### src/rtl/btle_crc24_seq.sv
// BLE CRC-24 sequencer with its LFSR core.
// crc24_core is the bit-serial LFSR (BLE polynomial x^24+x^10+x^9+x^6+x^4+x^3+x+1).
// btle_crc24_seq does one CRC pass per packet: load init, stream PDU bits,
// then either serialise the CRC out (TX) or compare the received CRC (RX).

module crc24_core #(
  parameter int CRC_STATE_BIT_WIDTH = 24
) (
  input  logic                           clk,
  input  logic                           rst,
  input  logic [CRC_STATE_BIT_WIDTH-1:0] crc_state_init_bit,
  input  logic                           crc_state_init_bit_load,
  input  logic                           data_in,
  input  logic                           data_in_valid,
  output logic [CRC_STATE_BIT_WIDTH-1:0] lfsr_next_o
);
  // Low-order taps of the generator; the x^24 term is the bit shifted out.
  localparam logic [23:0] POLY = 24'h00065B;

  logic [CRC_STATE_BIT_WIDTH-1:0] lfsr_q, lfsr_d;
  logic                           feedback;

  // Next LFSR value: byte-swapped init on load, one Galois step per valid bit.
  always_comb begin
    // NOTE: every combinational output gets a default first so no path can infer a latch.
    lfsr_d   = lfsr_q;
    feedback = lfsr_q[CRC_STATE_BIT_WIDTH-1] ^ data_in;
    if (crc_state_init_bit_load) begin
      // Init arrives most-significant byte first; the LFSR holds it byte-reversed.
      lfsr_d = {crc_state_init_bit[7:0], crc_state_init_bit[15:8], crc_state_init_bit[23:16]};
    end else if (data_in_valid) begin
      lfsr_d = {lfsr_q[CRC_STATE_BIT_WIDTH-2:0], 1'b0} ^ (feedback ? POLY : '0);
    end
  end

  // LFSR register with synchronous reset.
  always_ff @(posedge clk) begin
    // NOTE: state registers use non-blocking assignments so all flops update together.
    if (rst) lfsr_q <= '0;
    else     lfsr_q <= lfsr_d;
  end

  assign lfsr_next_o = lfsr_d;
endmodule

module btle_crc24_seq #(
  parameter int CRC_STATE_BIT_WIDTH = 24,
  parameter int LEN_BIT_WIDTH       = 12
) (
  input  logic                           clk,
  input  logic                           rst,
  input  logic                           start,
  input  logic                           mode,
  input  logic [LEN_BIT_WIDTH-1:0]       pdu_len_bits,
  input  logic [CRC_STATE_BIT_WIDTH-1:0] crc_state_init_bit,
  input  logic                           abort,
  input  logic                           data_in,
  input  logic                           data_in_valid,
  output logic                           data_in_ready,
  output logic                           crc_bit_out,
  output logic                           crc_bit_out_valid,
  input  logic                           crc_bit_out_ready,
  output logic                           busy,
  output logic                           done,
  output logic                           crc_ok,
  output logic [CRC_STATE_BIT_WIDTH-1:0] crc_value
);
  typedef enum logic [1:0] {ST_IDLE, ST_LOAD, ST_DATA, ST_CRC} state_t;

  localparam logic [LEN_BIT_WIDTH-1:0] LEN_ONE  = LEN_BIT_WIDTH'(1);
  localparam logic [LEN_BIT_WIDTH-1:0] CRC_LAST = LEN_BIT_WIDTH'(23);

  state_t                         state_q, state_d;
  logic                           mode_q, mode_d;
  logic [LEN_BIT_WIDTH-1:0]       len_q, len_d;
  logic [CRC_STATE_BIT_WIDTH-1:0] init_q, init_d;
  logic [LEN_BIT_WIDTH-1:0]       cnt_q, cnt_d;
  logic                           mismatch_q, mismatch_d;
  logic                           crc_ok_q, crc_ok_d;
  logic [CRC_STATE_BIT_WIDTH-1:0] crc_value_q, crc_value_d;

  logic                           core_load;
  logic                           core_valid;
  logic [CRC_STATE_BIT_WIDTH-1:0] core_next;
  logic [4:0]                     bit_idx;
  logic                           crc_bit;
  logic                           crc_xfer;
  logic                           bit_mismatch;

  crc24_core #(
    .CRC_STATE_BIT_WIDTH(CRC_STATE_BIT_WIDTH)
  ) u_core (
    .clk                     (clk),
    .rst                     (rst),
    .crc_state_init_bit      (init_q),
    .crc_state_init_bit_load (core_load),
    .data_in                 (data_in),
    .data_in_valid           (core_valid),
    .lfsr_next_o             (core_next)
  );

  // In CRC, the counter walks the snapshot MSB first.
  assign bit_idx = 5'd23 - cnt_q[4:0];
  assign crc_bit = crc_value_q[bit_idx];

  // Next-state and output decode for the packet sequencer.
  always_comb begin
    state_d           = state_q;
    mode_d            = mode_q;
    len_d             = len_q;
    init_d            = init_q;
    cnt_d             = cnt_q;
    mismatch_d        = mismatch_q;
    crc_ok_d          = crc_ok_q;
    crc_value_d       = crc_value_q;
    core_load         = 1'b0;
    core_valid        = 1'b0;
    data_in_ready     = 1'b0;
    crc_bit_out       = 1'b0;
    crc_bit_out_valid = 1'b0;
    done              = 1'b0;
    crc_xfer          = 1'b0;
    bit_mismatch      = 1'b0;

    unique case (state_q)
      ST_IDLE: begin
        if (start) begin
          mode_d     = mode;
          len_d      = pdu_len_bits;
          init_d     = crc_state_init_bit;
          cnt_d      = '0;
          mismatch_d = 1'b0;
          crc_ok_d   = 1'b0;
          state_d    = ST_LOAD;
        end
      end

      ST_LOAD: begin
        if (abort) begin
          crc_ok_d = 1'b0;
          state_d  = ST_IDLE;
        end else begin
          core_load = 1'b1;
          if (len_q == '0) begin
            // Empty PDU: the CRC is just the freshly loaded LFSR.
            crc_value_d = core_next;
            state_d     = ST_CRC;
          end else begin
            state_d = ST_DATA;
          end
        end
      end

      ST_DATA: begin
        data_in_ready = 1'b1;
        if (abort) begin
          // Abort wins: the offered bit is not passed to the core.
          cnt_d    = '0;
          crc_ok_d = 1'b0;
          state_d  = ST_IDLE;
        end else if (data_in_valid) begin
          core_valid = 1'b1;
          if (cnt_q == len_q - LEN_ONE) begin
            // Last PDU bit: capture the LFSR value it produces.
            crc_value_d = core_next;
            cnt_d       = '0;
            state_d     = ST_CRC;
          end else begin
            cnt_d = cnt_q + LEN_ONE;
          end
        end
      end

      ST_CRC: begin
        data_in_ready     = mode_q;
        crc_bit_out_valid = ~mode_q;
        crc_bit_out       = ~mode_q & crc_bit;
        crc_xfer          = mode_q ? data_in_valid : crc_bit_out_ready;
        bit_mismatch      = mode_q & (data_in != crc_bit);
        if (abort) begin
          cnt_d    = '0;
          crc_ok_d = 1'b0;
          state_d  = ST_IDLE;
        end else if (crc_xfer) begin
          if (cnt_q == CRC_LAST) begin
            done     = 1'b1;
            crc_ok_d = mode_q & ~(mismatch_q | bit_mismatch);
            cnt_d    = '0;
            state_d  = ST_IDLE;
          end else begin
            mismatch_d = mismatch_q | bit_mismatch;
            cnt_d      = cnt_q + LEN_ONE;
          end
        end
      end

      default: state_d = ST_IDLE;
    endcase
  end

  // Sequencer registers, all cleared by the synchronous reset.
  always_ff @(posedge clk) begin
    if (rst) begin
      state_q     <= ST_IDLE;
      mode_q      <= 1'b0;
      len_q       <= '0;
      init_q      <= '0;
      cnt_q       <= '0;
      mismatch_q  <= 1'b0;
      crc_ok_q    <= 1'b0;
      crc_value_q <= '0;
    end else begin
      state_q     <= state_d;
      mode_q      <= mode_d;
      len_q       <= len_d;
      init_q      <= init_d;
      cnt_q       <= cnt_d;
      mismatch_q  <= mismatch_d;
      crc_ok_q    <= crc_ok_d;
      crc_value_q <= crc_value_d;
    end
  end

  assign busy      = (state_q != ST_IDLE);
  // The verdict is visible in the same cycle as done, then held.
  assign crc_ok    = done ? crc_ok_d : crc_ok_q;
  assign crc_value = crc_value_q;
endmodule

### config.mk
export PLATFORM = sky130hd
export DESIGN_NAME = btle_crc24_seq
export DESIGN_NICKNAME = d
export VERILOG_FILES = /design/src/rtl/btle_crc24_seq.sv
export SDC_FILE = /design/constraint.sdc
export NUM_CORES = 1
export LEC_CHECK = 0
export ABC_AREA = 1
export CAP_MARGIN = 30
export CORE_MARGIN = 2
export CORE_UTILIZATION = 45
export CTS_CLUSTER_SIZE = 20
export DETAILED_ROUTE_END_ITERATION = 16
export GPL_TIMING_DRIVEN = 0
export PLACE_DENSITY_LB_ADDON = 0.25
export SETUP_SLACK_MARGIN = 0.02
export SLEW_MARGIN = 20
export SYNTH_ARGS = -nofsm -noshare
export SYNTH_HDL_FRONTEND = slang
export SYNTH_SLANG_ARGS = --single-unit
### constraint.sdc
create_clock -name clk -period 4.07 [get_ports clk]
set_input_delay 1.0175 -clock clk [delete_from_list [all_inputs] [get_ports clk]]
set_output_delay 1.0175 -clock clk [all_outputs]
set_load 0.005 [all_outputs]
==> flow_results.xml <==
<?xml version="1.0" encoding="UTF-8"?>
<metrics>
  <group name="final_layout">
    <metric name="number_of_standard_cells_in_the_layout_taps_in_and_fillers_out" unit="">1048</metric>
    <metric name="layout_cell_share_with_drive_strength_beyond_1" unit="%">6.63</metric>
    <metric name="num-fill-cells" unit="">1122</metric>
    <metric name="areaGrowthSynthToFinish" unit="%">23.0</metric>
    <metric name="final_net_count" unit="">953</metric>
    <metric name="diodes" unit="">0</metric>
  </group>
  <group name="detailed_routing">
    <metric name="wl_per_cell" unit="microns">13.9</metric>
    <metric name="route.antenna.remaining_nets" unit="">0</metric>
    <metric name="drtPass1Iterations" unit="">11</metric>
    <metric name="vias_after_detailed_routing" unit="">5188</metric>
    <metric name="final_wirelength" unit="microns">14500</metric>
    <metric name="drt_iter0_markers" unit="">326</metric>
    <metric name="route.detailed.vias_per_inst" unit="">4.95</metric>
    <metric name="drt_drc_violations_left" unit="">1</metric>
  </group>
  <group name="global_routing">
    <metric name="grt_start_max_net_pins" unit="">18</metric>
    <metric name="grt-busiest-layer" unit="">met2</metric>
    <metric name="globalRouteMet2Util" unit="%">38.2</metric>
    <metric name="groute.layer.met1.usage" unit="%">30.1</metric>
    <metric name="gr-total-overflow" unit="">0</metric>
    <metric name="first_pass_grt_wire_length" unit="microns">23200</metric>
    <metric name="grt_use_total" unit="%">22.9</metric>
    <metric name="antenna_found_initial" unit="">0</metric>
    <metric name="use_met3" unit="%">4.39</metric>
    <metric name="grt_pass1_vias" unit="">4689</metric>
  </group>
  <group name="critical_path">
    <metric name="crit_path_end_kind" unit="">output port</metric>
    <metric name="rr_startpoint" unit="">state_q[0]</metric>
    <metric name="critPathArrivalTime" unit="ps">2780</metric>
    <metric name="worstReg2RegEnd" unit="">crc_value[6]</metric>
    <metric name="timing.critical_path.from" unit="">data_in</metric>
    <metric name="worst-r2r-setup-slack" unit="ps">1510</metric>
    <metric name="timing.critical_path.from_type" unit="">input port</metric>
    <metric name="critPathCapture" unit="">crc_ok</metric>
    <metric name="r2r.worst_path.cells" unit="">11</metric>
    <metric name="required_time_of_the_worst_setup_path" unit="ps">3050</metric>
    <metric name="critical_path_peak_fanout" unit="">3</metric>
    <metric name="path_class" unit="">input port to output port</metric>
  </group>
  <group name="clock_tree">
    <metric name="tritoncts.num_buffers" unit="">9</metric>
    <metric name="clock_pin_slew_worst_setup_and_hold_paths" unit="ps">70</metric>
    <metric name="cts.sinks" unit="">101</metric>
    <metric name="cts_tree" unit="">done</metric>
    <metric name="clock_tree.root_cell" unit="">clkbuf_16</metric>
    <metric name="hold_buffers" unit="">0</metric>
    <metric name="ctsResizeCount" unit="">0</metric>
    <metric name="clock_latency_reported_for_the_late_side_of_the_worst_skew_pair" unit="ps">350</metric>
    <metric name="post-cts-setup-buffer-count" unit="">0</metric>
    <metric name="maximum_buffer_depth_of_the_clock_tree" unit="">2</metric>
    <metric name="ctsHtreeMaxLevel" unit="">3</metric>
  </group>
  <group name="sta">
    <metric name="unrepaired_setup_endpoints_after_global_routing" unit="">no</metric>
    <metric name="min_period_over_period" unit="%">93.4</metric>
    <metric name="relative_slew_margins" unit="%">50.2</metric>
    <metric name="report.final.slew_viol_count" unit="">0</metric>
    <metric name="fin_worst_hold_slack" unit="ps">456</metric>
    <metric name="clock.fmax" unit="MHz">263</metric>
    <metric name="finalSetupViolations" unit="">0</metric>
    <metric name="period_needed" unit="ps">3800</metric>
    <metric name="tightest_slew" unit="ps">748</metric>
    <metric name="fin_worst_skew" unit="ps">9.80</metric>
    <metric name="fin_setup_tns" unit="ps">0</metric>
    <metric name="timing_hold_violations_final" unit="">0</metric>
  </group>
  <group name="power_and_ir_drop">
    <metric name="leakage" unit="nW">2.90</metric>
    <metric name="share_clk_of_total_power" unit="%">22.8</metric>
    <metric name="power.density" unit="nW/um^2">612</metric>
    <metric name="sw_share" unit="%">39.2</metric>
    <metric name="power.internal" unit="mW">2.45</metric>
    <metric name="p_seq_share" unit="%">34.6</metric>
    <metric name="total_switching_power" unit="mW">1.58</metric>
    <metric name="power_frac_comb" unit="%">42.6</metric>
    <metric name="ir_worst_vdd" unit="uV">342</metric>
  </group>
  <group name="place">
    <metric name="place_congestion" unit="">0.870</metric>
    <metric name="placement.io_buffers" unit="">73</metric>
    <metric name="hpwlAfterDp" unit="microns">10800</metric>
    <metric name="place.detailed.instances" unit="">1032</metric>
  </group>
  <group name="die">
    <metric name="boundaryPins" unit="">74</metric>
    <metric name="die_extent_in_x" unit="microns">113</metric>
    <metric name="die-area" unit="sq um">12800</metric>
    <metric name="coreArea" unit="sq um">11500</metric>
    <metric name="starting_density_of_the_core" unit="%">46.5</metric>
    <metric name="die_span_in_y" unit="microns">113</metric>
    <metric name="row_count" unit="">39</metric>
  </group>
  <group name="logic_synthesis">
    <metric name="yosysUniqueCellTypes" unit="">36</metric>
    <metric name="postSynthAreaPerCell" unit="sq um">6.56</metric>
    <metric name="yosys_warnings" unit="">0</metric>
    <metric name="synth_nets" unit="">869</metric>
    <metric name="postSynthCellCount" unit="">816</metric>
    <metric name="synth_area" unit="sq um">5360</metric>
    <metric name="flip_flop_and_latch_count_after_synthesis" unit="">101</metric>
    <metric name="ys_seq_area_share" unit="%">37.7</metric>
  </group>
  <group name="flow_run">
    <metric name="drv.max_cap_violation_count" unit="">0</metric>
  </group>
  <group name="worst_hold_path">
    <metric name="timing.hold.worst.class" unit="">flop to flop</metric>
  </group>
  <group name="run_status">
    <metric name="run_status" unit="">finished, violations left</metric>
    <metric name="failing_checks" unit="">design-rule violations</metric>
  </group>
</metrics>
per-stage QoR:
stage	cell area [sq um]	power [mW]	setup slack [ps]	utilization [%]
floorplan	5360	2.51	1340	-
global placement	6270	3.10	279	54.4
detailed placement	6270	3.11	286	54.4
CTS	6580	4.04	184	57.2
global route	6590	4.33	33.1	57.2
finish	6590	4.03	270	57.2
worst min path at each step:
| stage | cells past startpoint | slack [ps] | end | from |
|---|---|---|---|---|
| final | 2 | 460 | init_q[12] | init_q[12] |
| after global routing | 2 | 470 | init_q[0] | init_q[0] |
| after CTS | 2 | 460 | init_q[0] | init_q[0] |
| after detailed placement | 2 | 450 | init_q[0] | init_q[0] |
| after global placement | 2 | 440 | init_q[14] | init_q[14] |
| after floorplan | 2 | 420 | init_q[11] | init_q[11] |
layer usage:
layer  routed length [microns]  vias up  share of wire [%]
met5                         0        -                  0
met2                      6720      121                 46
met1                      6820     2315                 47
li1                          -     2729                  -
met4                       336        0                2.3
met3                       646       23                4.4
flip-flops by register name, summed over array words and instances, names as in the netlist:
signal         cells
crc_ok_q           1
len_q             12
init_q            24
state_q            2
mismatch_q         1
cnt_q             12
u_core.lfsr_q     24
mode_q             1
crc_value         24
cells by family (layout without fill, tap and decap cells):
group                      Yosys count  in the layout  synth area share (%)
and+or+nand+nor                    382            382                  30.4
buffers and inverters              163            252                  12.0
AOI/OAI and AO/OA                  141            141                  14.4
DFF                                101            101                  37.7
xor gates and xnor gates            20             20                  3.27
adders and majority gates            9              9                  2.10
layout make-up:
| cell class | instances | area [sq um] | share of cell area, % |
|---|---|---|---|
| repair buffers | 73 | 731 | 11.1 |
| multi-input cells | 552 | 2690 | 40.8 |
| plain buffers | 40 | 186 | 2.83 |
| inverters | 123 | 462 | 7.01 |
| flip-flops and latches | 101 | 2020 | 30.7 |
| clock inverters | 5 | 63.8 | 0.969 |
| well taps | 143 | 179 | 2.72 |
| clock buffers | 11 | 253 | 3.84 |
worst max-delay path, stage by stage:
cell             delay, ps
clkdlybuf4s50_1        570
nand4_1                110
nand3_1                130
nand3_1                 90
nand2_1                 60
nand2_1                 40
nand2_1                 60
nand2_1                 60
nand2_1                 60
nand2_1                 40
nand2_1                 50
clkdlybuf4s50_1        490
power groups by stage:
| stage | Clock (mW) | Combinational (mW) | Sequential [mW] |
|---|---|---|---|
| 2_1_floorplan | 0 | 1.14 | 1.38 |
| 3_3_place_gp | 0 | 1.68 | 1.41 |
| 3_5_place_dp | 0 | 1.70 | 1.42 |
| 4_1_cts | 0.930 | 1.71 | 1.40 |
| 5_1_grt | 0.969 | 1.95 | 1.42 |
| 6_report | 0.920 | 1.72 | 1.40 |
cell usage after synthesis, drive strengths merged:
cell / n / area share, %
xor2: 17 / 2.8
a211oi: 1 / 0.14
nand3: 51 / 4.9
xnor2: 3 / 0.49
nand2: 163 / 11
dfxtp: 101 / 38
ha: 9 / 2.1
a21oi: 52 / 4.9
nor2b: 1 / 0.12
clkinv: 1 / 0.070
nor2: 120 / 8.5
nand4: 6 / 0.70
or2: 26 / 3.0
a221oi: 1 / 0.16
buf: 11 / 1.4
a22oi: 4 / 0.56
nor3: 12 / 1.3
nor4: 1 / 0.12
inv: 122 / 8.5
nand3b: 1 / 0.14
o21ai: 63 / 5.9
nor3b: 1 / 0.23
o211ai: 18 / 2.5
clkbuf: 29 / 2.0
o21a: 2 / 0.28
placed cells by master, fill, tap and decap left out, types with 3 or more instances in the layout:
cell type	n
xor2_1	17
nand4_1	6
nand3_1	50
a21oi_1	52
buf_2	4
or2_2	24
xnor2_1	3
buf_6	3
nor3_1	10
o211ai_1	18
ha_1	9
dfxtp_1	101
nor2_1	119
clkbuf_16	9
clkdlybuf4s50_1	73
inv_1	118
o21ai_0	61
nand2_1	162
clkbuf_1	28
inv_2	4
a22oi_1	4
Power figures use the tool's default switching activity.
